### src/rtl/mobo_bus_arbiter_pkg.sv
// Shared constants for the motherboard bus: arbiter state encodings and
// the mobo_ctrl / mobo_stat bit positions used by the CPU and the board model.
package mobo_bus_arbiter_pkg;

  typedef enum logic [1:0] {
    ST_IDLE    = 2'd0,
    ST_REQ     = 2'd1,
    ST_RELEASE = 2'd2,
    ST_DONE    = 2'd3
  } bus_state_t;

  localparam int unsigned CTRL_REQ_BIT = 0;
  localparam int unsigned CTRL_WE_BIT  = 1;
  localparam int unsigned STAT_ACK_BIT = 0;
  localparam int unsigned TMO_WIDTH    = 16;

  // One-hot round-robin pick; on a tie the port that did not win last time is chosen.
  function automatic logic [1:0] rr_pick(input logic [1:0] req, input logic last_grant);
    logic [1:0] pick;
    pick = '0;
    case (req)
      2'b01:   pick = 2'b01;
      2'b10:   pick = 2'b10;
      2'b11:   pick = last_grant ? 2'b01 : 2'b10;
      default: pick = '0;
    endcase
    return pick;
  endfunction

endpackage

### src/rtl/mobo_bus_arbiter_rr_arbiter_2.sv
// Two-input round-robin grant; last_grant advances only when a grant is issued.
module rr_arbiter_2
  import mobo_bus_arbiter_pkg::*;
(
  input  logic       clk,
  input  logic       rst,
  input  logic [1:0] req,
  input  logic       grant_en,
  output logic [1:0] grant
);

  logic last_grant;

  always_comb begin
    grant = '0;
    if (grant_en) grant = rr_pick(req, last_grant);
  end

  // Reset to port 1 so that port 0 wins the first tie.
  always_ff @(posedge clk or negedge rst) begin
    if (!rst) begin
      last_grant <= 1'b1;
    end else if (|grant) begin
      last_grant <= grant[1];
    end
  end

endmodule

### src/rtl/mobo_bus_arbiter.sv
// Sequences CPU fetch (port 0) and load/store (port 1) requests onto the
// motherboard bus with a four-phase REQ/ACK handshake and a per-phase timeout.
module mobo_bus_arbiter
  import mobo_bus_arbiter_pkg::*;
#(
  parameter int unsigned word_width     = 32,
  parameter int unsigned timeout_cycles = 255
) (
  input  logic                  clk,
  input  logic                  rst,
  input  logic                  req0_valid,
  input  logic                  req0_we,
  input  logic [word_width-1:0] req0_addr,
  input  logic [word_width-1:0] req0_wdata,
  output logic                  req0_accept,
  output logic                  req0_done,
  input  logic                  req1_valid,
  input  logic                  req1_we,
  input  logic [word_width-1:0] req1_addr,
  input  logic [word_width-1:0] req1_wdata,
  output logic                  req1_accept,
  output logic                  req1_done,
  output logic [word_width-1:0] rdata,
  output logic                  err,
  output logic [word_width-1:0] mobo_ctrl,
  input  logic [word_width-1:0] mobo_stat,
  output logic [word_width-1:0] addr,
  output logic [word_width-1:0] data_out,
  input  logic [word_width-1:0] data_in
);

  localparam logic [TMO_WIDTH-1:0] TMO_LIMIT = TMO_WIDTH'(timeout_cycles);

  bus_state_t            state;
  logic                  gnt_port;
  logic                  we_q;
  logic [TMO_WIDTH-1:0]  tmo_cnt;
  logic [TMO_WIDTH-1:0]  tmo_inc;
  logic                  tmo_hit;
  logic                  ack;
  logic                  stat_unused;
  logic [1:0]            grant;
  logic                  sel_we;
  logic [word_width-1:0] sel_addr;
  logic [word_width-1:0] sel_wdata;
  logic [word_width-1:0] req_word;

  assign ack         = mobo_stat[STAT_ACK_BIT];
  assign stat_unused = ^mobo_stat;
  assign tmo_inc     = tmo_cnt + 1'b1;
  assign tmo_hit     = (tmo_inc == TMO_LIMIT);

  rr_arbiter_2 u_rr (
    .clk      (clk),
    .rst      (rst),
    .req      ({req1_valid, req0_valid}),
    .grant_en (state == ST_IDLE),
    .grant    (grant)
  );

  always_comb begin
    sel_we    = grant[1] ? req1_we    : req0_we;
    sel_addr  = grant[1] ? req1_addr  : req0_addr;
    sel_wdata = grant[1] ? req1_wdata : req0_wdata;
    req_word  = '0;
    req_word[CTRL_REQ_BIT] = 1'b1;
    req_word[CTRL_WE_BIT]  = sel_we;
  end

  // done/err are registered on the edge entering DONE, so they are visible
  // exactly for the single DONE cycle; err then holds until the next DONE.
  always_ff @(posedge clk or negedge rst) begin
    if (!rst) begin
      state       <= ST_IDLE;
      gnt_port    <= 1'b0;
      we_q        <= 1'b0;
      tmo_cnt     <= '0;
      mobo_ctrl   <= '0;
      addr        <= '0;
      data_out    <= '0;
      rdata       <= '0;
      err         <= 1'b0;
      req0_accept <= 1'b0;
      req1_accept <= 1'b0;
      req0_done   <= 1'b0;
      req1_done   <= 1'b0;
    end else begin
      req0_accept <= 1'b0;
      req1_accept <= 1'b0;
      req0_done   <= 1'b0;
      req1_done   <= 1'b0;
      case (state)
        ST_IDLE: begin
          if (|grant) begin
            gnt_port    <= grant[1];
            we_q        <= sel_we;
            addr        <= sel_addr;
            if (sel_we) data_out <= sel_wdata;
            mobo_ctrl   <= req_word;
            req0_accept <= grant[0];
            req1_accept <= grant[1];
            tmo_cnt     <= '0;
            state       <= ST_REQ;
          end
        end
        ST_REQ: begin
          if (ack) begin
            if (!we_q) rdata <= data_in;
            mobo_ctrl <= '0;
            tmo_cnt   <= '0;
            state     <= ST_RELEASE;
          end else if (tmo_hit) begin
            mobo_ctrl <= '0;
            err       <= 1'b1;
            req0_done <= ~gnt_port;
            req1_done <= gnt_port;
            state     <= ST_DONE;
          end else begin
            tmo_cnt <= tmo_inc;
          end
        end
        ST_RELEASE: begin
          if (!ack) begin
            err       <= 1'b0;
            req0_done <= ~gnt_port;
            req1_done <= gnt_port;
            state     <= ST_DONE;
          end else if (tmo_hit) begin
            err       <= 1'b1;
            req0_done <= ~gnt_port;
            req1_done <= gnt_port;
            state     <= ST_DONE;
          end else begin
            tmo_cnt <= tmo_inc;
          end
        end
        ST_DONE: begin
          state <= ST_IDLE;
        end
        default: begin
          state <= ST_IDLE;
        end
      endcase
    end
  end

endmodule
### config.mk
export PLATFORM = sky130hd
export DESIGN_NAME = mobo_bus_arbiter
export DESIGN_NICKNAME = d
export VERILOG_FILES = /design/src/rtl/mobo_bus_arbiter_pkg.sv /design/src/rtl/mobo_bus_arbiter_rr_arbiter_2.sv /design/src/rtl/mobo_bus_arbiter.sv
export SDC_FILE = /design/constraint.sdc
export NUM_CORES = 1
export LEC_CHECK = 0
export BUFFER_PORTS_ARGS = -buffer_cell sky130_fd_sc_hd__buf_2
export CORE_AREA = 3 3 126 128
export CTS_CLUSTER_DIAMETER = 30
export CTS_CLUSTER_SIZE = 14
export DETAILED_ROUTE_END_ITERATION = 10
export DIE_AREA = 0 0 129 131
export PLACE_DENSITY = 0.83
export SETUP_SLACK_MARGIN = 0.4
export SLEW_MARGIN = 20
export SYNTH_ARGS = -nofsm -noshare
export SYNTH_HDL_FRONTEND = slang
export SYNTH_SLANG_ARGS = --single-unit
### constraint.sdc
create_clock -name clk -period 2.9 [get_ports clk]
set_clock_uncertainty 0.15 [all_clocks]
set_input_delay 0.145 -clock clk [delete_from_list [all_inputs] [get_ports clk]]
set_output_delay 0.145 -clock clk [all_outputs]
set_load 0.1 [all_outputs]
==> impl_results.md <==
* Drt total wl at 21.14 mm
* Slowest CP cell: dfrtp_2
* Synth async-reset ratio at 100.0%
* DRC Markers at 0
* Status: completed
* Final Hold Vio Count at 0
* Remaining antenna violation count at 0
* Post-synthesis instance total at 567
* Core ar. at 14,980 um^2
* CTS tree: built
* First element of the critical path: tmo_cnt[9]$_DFFE_PN0P_
* Setup slack, reg-to-reg at 430 ps
* Gr usage total at 23.36%
* Initial antenna violation count at 3
* Post-synth EDFFs at 0
* Hold Path Class: in -> reg
* Fin. max-slew vios at 0
* Via count at 6,182
* 1st-iter DRT viols at 316
* Die area at 16,900 um^2
* Fin crit period at 2465 ps
* Routed length per instance at 17.33 um
* Row count at 45
* HP Start: req0_valid
* Die height at 131 um
* Io pins at 331
* Number of synthesized register bits at 124
* Mapped Avg Cell Area at 10.36 um^2
* Congestion Overflow GR at 0
* Die X at 129 um
* Root buf cell: clkbuf_16
* Ys Warns at 0
* Clock sink count at 124
* Synth Cell Area at 5872 um^2
* Reg-to-Reg Start: tmo_cnt[9]$_DFFE_PN0P_
* CP arrival at 2590 ps
* Post-synthesis sequential area ratio at 52.87%
* Final period util at 85.01%
* Slew @ Worst Pin at 850.6 ps
* DP HPWL at 11.55 mm
* DR vias/cell at 5.067
* Synth cell types at 47
* Layout cell share with drive strength beyond 1 at 38.27%
* Setup violators final at 0
* IO buf count at 269
* Placer Congestion at 0.8072
* CTS clk-pin slew, worst paths at 60 ps
* Initial Utilization at 39.21%
* Nets@finish at 1,222
* Worst Setup Path Type: reg -> reg
* Worst slew margin at 43.29%
* Startpoint types: flip-flop
* Layout fillers at 1,077
* Worst-case clock buffer depth at 2
* Main synth FF type: dfrtp_1
* Largest net degree at the start of global routing at 63
* Number of global-route vias before repair at 6,001
* Drt first pass iters at 5
* Hold_ws at 28.01 ps
* Crit path max fanout at 7
* Maxcap violations at 0
* Clock Latency Late Sink at 410 ps
* First-pass GRT wire length at 30.97 mm
* Cells along the critical path: nand4_1 > buf_4 > nor4_4 > xnor2_1 > nand2_1 > a2111oi_4 > buf_6 > or2_4 > o211ai_1
* # H-tree levels at 4
* Worst Path Required at 3020 ps
* Post-layout util at 65.96%
* Final Non-Filler Cells at 1,220
* Top achievable clock speed at 405.6 MHz
* RSZ-0062 raised after global routing: no
* Sum Neg Setup Slack at 0 ps
* Area Overhead vs Synth at 68.23%
* Setup crit end kind: flip-flop
* Worst path max stage delay at 430 ps
* Placed cells at 1,002
* TritonCTS Buffers at 17
per-layer routing:
metal  track usage [%]  part of all wire [%]
met4             9.389                   2.6
met3             6.423                   8.1
met2             40.79                    53
met1             27.26                    37
met5                 0                     0
critical path: cells and delay by family (launching register included):
| kind | cells | cell delay (ps) |
|---|---|---|
| AO/OA/AOI/OAI | 2 | 520 |
| flip-flops | 1 | 430 |
| XOR/XNOR | 1 | 180 |
| AND/OR/NAND/NOR | 4 | 640 |
| buffers and inverters | 2 | 400 |
flip-flops by register name, indices dropped and copies added, names as in the netlist:
| name | cells |
|---|---|
| gnt_port | 1 |
| req1_accept | 1 |
| u_rr.last_grant | 1 |
| we_q | 1 |
| req0_done | 1 |
| tmo_cnt | 16 |
| addr | 32 |
| req0_accept | 1 |
| req1_done | 1 |
| state | 2 |
| mobo_ctrl | 2 |
| rdata | 32 |
| data_out | 32 |
| err | 1 |
what timing repair did:
action                     4_1_cts  5_1_grt
hold buffers                   164        1
pin swaps                        1       12
gates resized for setup          4       28
hold endpoints to repair       160        1
buffers inserted                 0       16
setup endpoints to repair        7       70
gates cloned                     1        1
cell usage after synthesis (all sizes together), types with 3 or more instances:
| cell | number | share of area (%) |
|---|---|---|
| clkbuf | 25 | 1.6 |
| xnor2 | 4 | 0.60 |
| a22oi | 33 | 4.2 |
| inv | 12 | 0.77 |
| nand2 | 89 | 5.7 |
| ha | 8 | 1.7 |
| a22o | 3 | 0.45 |
| nor2 | 43 | 2.7 |
| o21ai | 13 | 1.2 |
| o211ai | 4 | 0.51 |
| o31ai | 8 | 1.0 |
| dfrtp | 123 | 52 |
| mux2i | 33 | 5.6 |
| a21oi | 41 | 3.5 |
| nor3 | 7 | 0.60 |
| a2111oi | 3 | 0.87 |
| nand4 | 6 | 0.89 |
| nand2b | 3 | 0.32 |
| nand3 | 8 | 0.68 |
| nor4 | 4 | 0.43 |
| buf | 39 | 4.6 |
| mux2 | 32 | 6.1 |
final timing paths:
check                                               to  cells after the start
worst max-delay path            tmo_cnt[3]$_DFFE_PN0P_                      9
worst min-delay path              state[1]$_DFFE_PN0P_                      4
worst max register to register  tmo_cnt[3]$_DFFE_PN0P_                      9
worst min register to register     req0_done$_DFF_PN0_                      1
max in group asynchronous       tmo_cnt[9]$_DFFE_PN0P_                      3
min in group asynchronous       tmo_cnt[7]$_DFFE_PN0P_                      2
cells by family (layout without fill, tap and decap cells):
family,after synthesis,after routing,synth area share [%]
muxes,65,65,11.76
and+or+nand+nor,171,171,12.61
adders and majority gates,8,8,1.705
other,1,35,0.06386
AOI/OAI and AO/OA,117,117,13.25
buffers and inverters,76,507,6.989
DFF,124,124,52.87
xor gates and xnor gates,5,5,0.7458
placed cells by master, fill, tap and decap left out, types with 6 or more instances in the layout:
master         count
nand3_1            7
a21oi_1           39
buf_4             24
nand2_1           88
o21ai_0            9
o31ai_1            8
mux2i_1           33
clkbuf_16         18
a22oi_1           33
mux2_2            32
buf_2            268
dlygate4sd3_1    165
dfrtp_1          113
nor2_1            41
conb_1            30
ha_1               6
inv_1             12
dfrtp_2           10
per-stage QoR:
stage | setup slack [ps] | instance area (um^2)
3_3_place_gp | 324.9 | 7363
2_1_floorplan | 449.1 | 5981
4_1_cts | 413.4 | 9598
3_5_place_dp | 272.7 | 7363
6_report | 434.8 | 9878
5_1_grt | 287.7 | 9873
final cells by class:
cell class	instances	area (um^2)	area share [%]
repair buffers	465	3303	33.44
clock inverters	11	135.1	1.368
multi-input cells	396	2587	26.19
diodes	5	12.51	0.1267
inverters	12	45.04	0.4560
well taps	188	235.2	2.381
clock buffers	19	442.9	4.484
flip-flops and latches	124	3117	31.55
Power is not shown: default switching activity piles up to over one toggle a cycle in this logic, so the estimate is an artifact.
